[config.mk]
export PLATFORM = sky130hd
export DESIGN_NAME = delay_timer_flat
export DESIGN_NICKNAME = d
export VERILOG_FILES = /design/src/rtl/delay_timer_pkg.sv /design/src/rtl/delay_timer_if.sv /design/src/rtl/delay_timer_tick_down_counter.sv /design/src/rtl/delay_timer.sv /design/src/flat_wrapper.sv
export SDC_FILE = /design/constraint.sdc
export NUM_CORES = 1
export LEC_CHECK = 0
export ABC_CLOCK_PERIOD_IN_PS = 3900
export CAP_MARGIN = 20
export CORE_ASPECT_RATIO = 1.1
export CORE_UTILIZATION = 45
export DETAILED_ROUTE_END_ITERATION = 8
export PLACE_DENSITY_LB_ADDON = 0.25
export SYNTH_ARGS = -nofsm -noshare
export SYNTH_HDL_FRONTEND = slang
export SYNTH_SLANG_ARGS = --single-unit
[constraint.sdc]
create_clock -name clk -period 3.9 [get_ports clk]
set_clock_uncertainty 0.15 [all_clocks]
set_input_delay 0.39 -clock clk [delete_from_list [all_inputs] [get_ports clk]]
set_output_delay 0.39 -clock clk [all_outputs]
set_load 0.1 [all_outputs]
[src/rtl/delay_timer_pkg.sv]
// delay_timer shared constants: FSM encoding, default width, unit select.
// Optional build macro: DELAY_TIMER_PERIODIC_EN.
package delay_timer_pkg;

  localparam int DT_WIDTH = 16;

  localparam logic [1:0] ST_IDLE = 2'd0;
  localparam logic [1:0] ST_RUN  = 2'd1;
  localparam logic [1:0] ST_DONE = 2'd2;

  localparam logic UNIT_US = 1'b0;
  localparam logic UNIT_MS = 1'b1;

endpackage

[src/rtl/delay_timer_if.sv]
// Start/busy/done handshake between a sequencer and delay_timer.
// DELAY_TIMER_PERIODIC_EN adds the periodic request bit.
interface delay_timer_if #(
  parameter int WIDTH = delay_timer_pkg::DT_WIDTH
);
  logic             start;
  logic             unit_ms;
  logic [WIDTH-1:0] delay;
  logic             abort;
  logic             busy;
  logic             done;
  logic [WIDTH-1:0] remaining;
`ifdef DELAY_TIMER_PERIODIC_EN
  logic             periodic;

  modport master (
    output start, unit_ms, delay, abort, periodic,
    input  busy, done, remaining
  );
  modport slave (
    input  start, unit_ms, delay, abort, periodic,
    output busy, done, remaining
  );
`else
  modport master (
    output start, unit_ms, delay, abort,
    input  busy, done, remaining
  );
  modport slave (
    input  start, unit_ms, delay, abort,
    output busy, done, remaining
  );
`endif
endinterface

[src/rtl/delay_timer_tick_down_counter.sv]
// Loadable down counter that saturates at zero.
// term flags a count of one so the FSM can see the final tick.
module tick_down_counter #(
  parameter int WIDTH = 16
) (
  input  logic             clk,
  input  logic             rst,
  input  logic             clr,
  input  logic             load,
  input  logic [WIDTH-1:0] load_val,
  input  logic             dec,
  output logic [WIDTH-1:0] count,
  output logic             term
);

  logic [WIDTH-1:0] cnt_q, cnt_d;

  always_comb begin
    cnt_d = cnt_q;
    if (clr)
      cnt_d = '0;
    else if (load)
      cnt_d = load_val;
    else if (dec && cnt_q != '0)
      cnt_d = cnt_q - WIDTH'(1);
  end

  always_ff @(posedge clk or negedge rst) begin
    if (!rst)
      cnt_q <= '0;
    else
      cnt_q <= cnt_d;
  end

  assign count = cnt_q;
  assign term  = (cnt_q == WIDTH'(1));

endmodule

[src/rtl/delay_timer.sv]
// Programmable delay timed by us/ms ticks, start/busy/done handshake.
// DELAY_TIMER_PERIODIC_EN enables auto-reload periodic mode.
module delay_timer
  import delay_timer_pkg::*;
#(
  parameter int WIDTH = DT_WIDTH
) (
  input  logic          clk,
  input  logic          rst,
  input  logic          us_tck,
  input  logic          ms_tck,
  delay_timer_if.slave  tif
);

  logic [1:0]       state_q, state_d;
  logic             unit_q, unit_d;
  logic             done_q, done_d;
  logic             tick;
  logic             cnt_clr, cnt_load, cnt_dec;
  logic [WIDTH-1:0] load_val;
  logic [WIDTH-1:0] cnt;
  logic             term;
`ifdef DELAY_TIMER_PERIODIC_EN
  logic             periodic_q, periodic_d;
  logic [WIDTH-1:0] reload_q, reload_d;
`endif

  assign tick = (unit_q == UNIT_MS) ? ms_tck : us_tck;

  always_comb begin
    state_d  = state_q;
    unit_d   = unit_q;
    done_d   = 1'b0;
    cnt_clr  = 1'b0;
    cnt_load = 1'b0;
    cnt_dec  = 1'b0;
    load_val = tif.delay;
`ifdef DELAY_TIMER_PERIODIC_EN
    periodic_d = periodic_q;
    reload_d   = reload_q;
`endif
    priority case (1'b1)
      tif.abort: begin
        state_d = ST_IDLE;
        cnt_clr = 1'b1;
      end
      state_q == ST_RUN: begin
        if (tick && term) begin
          done_d = 1'b1;
`ifdef DELAY_TIMER_PERIODIC_EN
          if (periodic_q) begin
            cnt_load = 1'b1;
            load_val = reload_q;
          end else begin
            state_d = ST_DONE;
            cnt_dec = 1'b1;
          end
`else
          state_d = ST_DONE;
          cnt_dec = 1'b1;
`endif
        end else if (tick) begin
          cnt_dec = 1'b1;
        end
      end
      tif.start && tif.delay == '0: begin
        state_d = ST_DONE;
        done_d  = 1'b1;
        cnt_clr = 1'b1;
`ifdef DELAY_TIMER_PERIODIC_EN
        periodic_d = 1'b0;
`endif
      end
      tif.start: begin
        state_d  = ST_RUN;
        unit_d   = tif.unit_ms;
        cnt_load = 1'b1;
`ifdef DELAY_TIMER_PERIODIC_EN
        periodic_d = tif.periodic;
        reload_d   = tif.delay;
`endif
      end
      default: state_d = ST_IDLE;
    endcase
  end

  always_ff @(posedge clk or negedge rst) begin
    if (!rst) begin
      state_q <= ST_IDLE;
      unit_q  <= UNIT_US;
      done_q  <= 1'b0;
    end else begin
      state_q <= state_d;
      unit_q  <= unit_d;
      done_q  <= done_d;
    end
  end

`ifdef DELAY_TIMER_PERIODIC_EN
  always_ff @(posedge clk or negedge rst) begin
    if (!rst) begin
      periodic_q <= 1'b0;
      reload_q   <= '0;
    end else begin
      periodic_q <= periodic_d;
      reload_q   <= reload_d;
    end
  end
`endif

  tick_down_counter #(
    .WIDTH (WIDTH)
  ) u_cnt (
    .clk      (clk),
    .rst      (rst),
    .clr      (cnt_clr),
    .load     (cnt_load),
    .load_val (load_val),
    .dec      (cnt_dec),
    .count    (cnt),
    .term     (term)
  );

  assign tif.busy      = (state_q == ST_RUN);
  assign tif.done      = done_q;
  assign tif.remaining = cnt;

endmodule

[src/flat_wrapper.sv]
// flat-port wrapper written by rule: the top's interface ports become plain ports
module delay_timer_flat import delay_timer_pkg::*;
#(
  parameter int WIDTH = DT_WIDTH
)
  (clk, rst, us_tck, ms_tck, tif_start, tif_unit_ms, tif_delay, tif_abort, tif_busy, tif_done, tif_remaining);
  delay_timer_if #(.WIDTH(WIDTH)) tif_i ();
  input  logic clk;
  input  logic rst;
  input  logic us_tck;
  input  logic ms_tck;
  input wire logic [$bits(tif_i.start)-1:0] tif_start;
  input wire logic [$bits(tif_i.unit_ms)-1:0] tif_unit_ms;
  input wire logic [$bits(tif_i.delay)-1:0] tif_delay;
  input wire logic [$bits(tif_i.abort)-1:0] tif_abort;
  output wire logic [$bits(tif_i.busy)-1:0] tif_busy;
  output wire logic [$bits(tif_i.done)-1:0] tif_done;
  output wire logic [$bits(tif_i.remaining)-1:0] tif_remaining;
  assign tif_i.start = tif_start;
  assign tif_i.unit_ms = tif_unit_ms;
  assign tif_i.delay = tif_delay;
  assign tif_i.abort = tif_abort;
  assign tif_busy = tif_i.busy;
  assign tif_done = tif_i.done;
  assign tif_remaining = tif_i.remaining;
  delay_timer #(.WIDTH(WIDTH)) u_core (.clk(clk), .rst(rst), .us_tck(us_tck), .ms_tck(ms_tck), .tif(tif_i));
endmodule
==> reports/qor.txt <==
Worst r2r src -> u_core.state_q[1]
GR Util All Layers -> 0.265
Psw -> 0.402 mW
Register bit total from synthesis -> 20
Top FF cell, synth -> dfrtp_1
Met2 wire len -> 1850 µm
Synth-to-Final Area Change -> 34.3%
Dpl cell area -> 1730 µm²
RSZ-0062 raised after global routing -> no
Sequential area share after synthesis -> 0.381
Setup_tns -> 0 ns
CP Capture Type -> output port
Leakage power -> 0.699 nW
Later-pin clock latency in the skew report -> 0.31 ns
FF-to-FF path depth -> 5
Vias in the first global route -> 1344
Sequential share of power -> 0.331
Worst R2R Setup Slack -> 1.54 ns
Pwr per Cell Area -> 468 nW/µm²
Share of cells above drive strength 1 -> 0.0659
Clock tree buffer depth -> 2
# clock sinks -> 20
FF/Latch Area -> 500 µm²
Initial antenna violation count -> 0
Worst EP arrival -> 2.19 ns
Final worst-path cycle share -> 0.700
Worst EP required -> 3.36 ns
Initial DRC count -> 55
Synthesized Nets -> 169
Residual DRC -> 0
Max-slew violation count -> 0
CTS Buf Count -> 3
Total power -> 0.825 mW
Core area -> 2780 µm²
Port Buffers -> 40
DIE AREA -> 3140 µm²
I/O pins -> 41
Die height -> 58.6 µm
Wire per inst -> 17.1 µm
Asr flop ratio synth -> 1.00
GPL Wtd Cong -> 0.955
Initial core utilization -> 0.473
Clock power frac -> 0.152
Vias per cell -> 6.32
Hold buffers post-CTS -> 0
Antenna cells -> 0
TritonCTS clock tree -> yes
Syn avg cell area -> 9.11 µm²
Hold WS -> 0.400 ns
Post-CTS sizing -> 0
Startpoint types -> register
Synthesized area -> 1310 µm²
Fin crit period -> 2.73 ns
Max Cap Violations -> 0
Pin count of the biggest net entering global routing -> 21
Root Buffer -> clkbuf_4
CTS HTree Levels -> 1
Number of setup buffers added after CTS -> 0
Hold Fails Final Rpt -> 0
Reg-to-reg endpoint -> u_core.u_cnt.count[5]
Clk slew on worst S/H paths -> 0.13 ns
Hold path depth -> 1
Crit-path max FO -> 8
Die W -> 53.5 µm
Synth unique cells -> 42
DRT antenna net count -> 0
Total gr overflow -> 0
Vias -> 1359
Fmax -> 366 MHz
Setup violations, final -> 0
Layout fillers -> 252
Multi-input logic area -> 762 µm²
Int Pwr -> 0.423 mW
Sw Ratio -> 0.488
Post-synth EDFFs -> 0
Met3 WL -> 223 µm
Dpl cells -> 211
Worst slew margin -> 0.350
Commonest non-fill, non-tap cell in the layout -> clkdlybuf4s50_1
Hold Path Origin -> u_core.unit_q
Peak VDD IR -> 0.284 mV
M1 WL -> 1550 µm
Worst Hold Path EP -> u_core.unit_q
Outcome -> finished clean
Cell Count, Final, Fillers Out -> 215
Cell Rows -> 20
Most frequent cells in the layout -> clkdlybuf4s50_1, dfrtp_1, nand2_1, a21oi_1
Fin area -> 1760 µm²
First-pass GRT wire length -> 6100 µm
Detailed Place HPWL -> 2770 µm
HP Class -> reg2reg
Initial DRT Pass Iterations -> 4
WL final -> 3670 µm
Synth warnings -> 0
Final net count -> 208
Critical path class -> reg2out
Top layer reached by signal wires -> met4
Worst-margin pin slew -> 0.973 ns
Comb power frac -> 0.517
Mapped Cells -> 144
## stage by stage
stage | utilization | setup WS [ns]
floorplan | - | 1.30
global placement | 0.622 | 1.29
detailed placement | 0.622 | 1.25
CTS | 0.635 | 1.16
global route | 0.635 | 1.07
finish | 0.635 | 1.17
## registers in the layout, summed over array words and instances, names as in the netlist
signal / cells
u_core.u_cnt.count: 16
u_core.tif.done: 1
u_core.state_q: 2
u_core.unit_q: 1
## worst max-delay path, cell delays in order (launching register included)
cell and delay [ns]:
dfrtp_1 0.37, nand2b_1 0.26, inv_1 0.12, clkdlybuf4s50_1 1.13
## cells by family (layout without fill, tap and decap cells)
kind of cell / count (synthesis) / after routing / share of synthesized area
DFF: 20 / 20 / 0.381
and+or+nand+nor: 64 / 64 / 0.296
adders and majority gates: 2 / 2 / 0.0191
muxes: 3 / 3 / 0.0238
xor gates and xnor gates: 3 / 3 / 0.0200
AOI/OAI and AO/OA: 41 / 41 / 0.222
buffers and inverters: 11 / 49 / 0.0381
## cells in the mapped netlist (all sizes together) (3+ instances only)
library cell | n | area share
dfrtp | 20 | 0.38
inv | 4 | 0.011
clkbuf | 5 | 0.014
xnor2 | 3 | 0.020
o21ai | 8 | 0.031
a21oi | 9 | 0.034
a221o | 4 | 0.031
nand3 | 7 | 0.027
or3 | 6 | 0.029
a32oi | 5 | 0.033
nor3 | 5 | 0.027
nor2 | 7 | 0.020
nand2 | 15 | 0.043
or4 | 3 | 0.020
nor4 | 8 | 0.052
o211ai | 4 | 0.023
## worst max-delay path by stage
stage               cells after the start  slack (ns)             startpoint                      to
floorplan                               7        1.30  u_core.u_cnt.count[1]  u_core.u_cnt.count[10]
global placement                        6        1.29           tif_delay[4]           u_core.unit_q
detailed placement                      5        1.25              tif_abort   u_core.u_cnt.count[5]
CTS                                     3        1.16      u_core.state_q[1]                tif_busy
global route                            3        1.07      u_core.state_q[1]                tif_busy
finish                                  3        1.17      u_core.state_q[1]                tif_busy
## power groups by stage
stage | combinational, mW | clock, mW | sequential (mW)
after global placement | 0.418 | 0 | 0.276
after CTS | 0.426 | 0.126 | 0.273
after global routing | 0.452 | 0.137 | 0.279
final | 0.426 | 0.125 | 0.273
after detailed placement | 0.425 | 0 | 0.277
after floorplan | 0.171 | 0 | 0.416
## final cells by class
class | instances | share of cell area
Inverter | 4 | 0.00852
Sequential cell | 20 | 0.284
Timing Repair Buffer | 41 | 0.231
Tap cell | 33 | 0.0234
Multi-Input combinational cell | 113 | 0.432
Clock buffer | 4 | 0.0206
## routing by layer
metal  vias to the layer above  global-route usage
met1                       661               0.344
met2                        54               0.446
met5                         -                   0
met3                         5              0.0310
li1                        639                   -
met4                         0              0.0977
No activity file was read; power rests on OpenSTA's default activity.
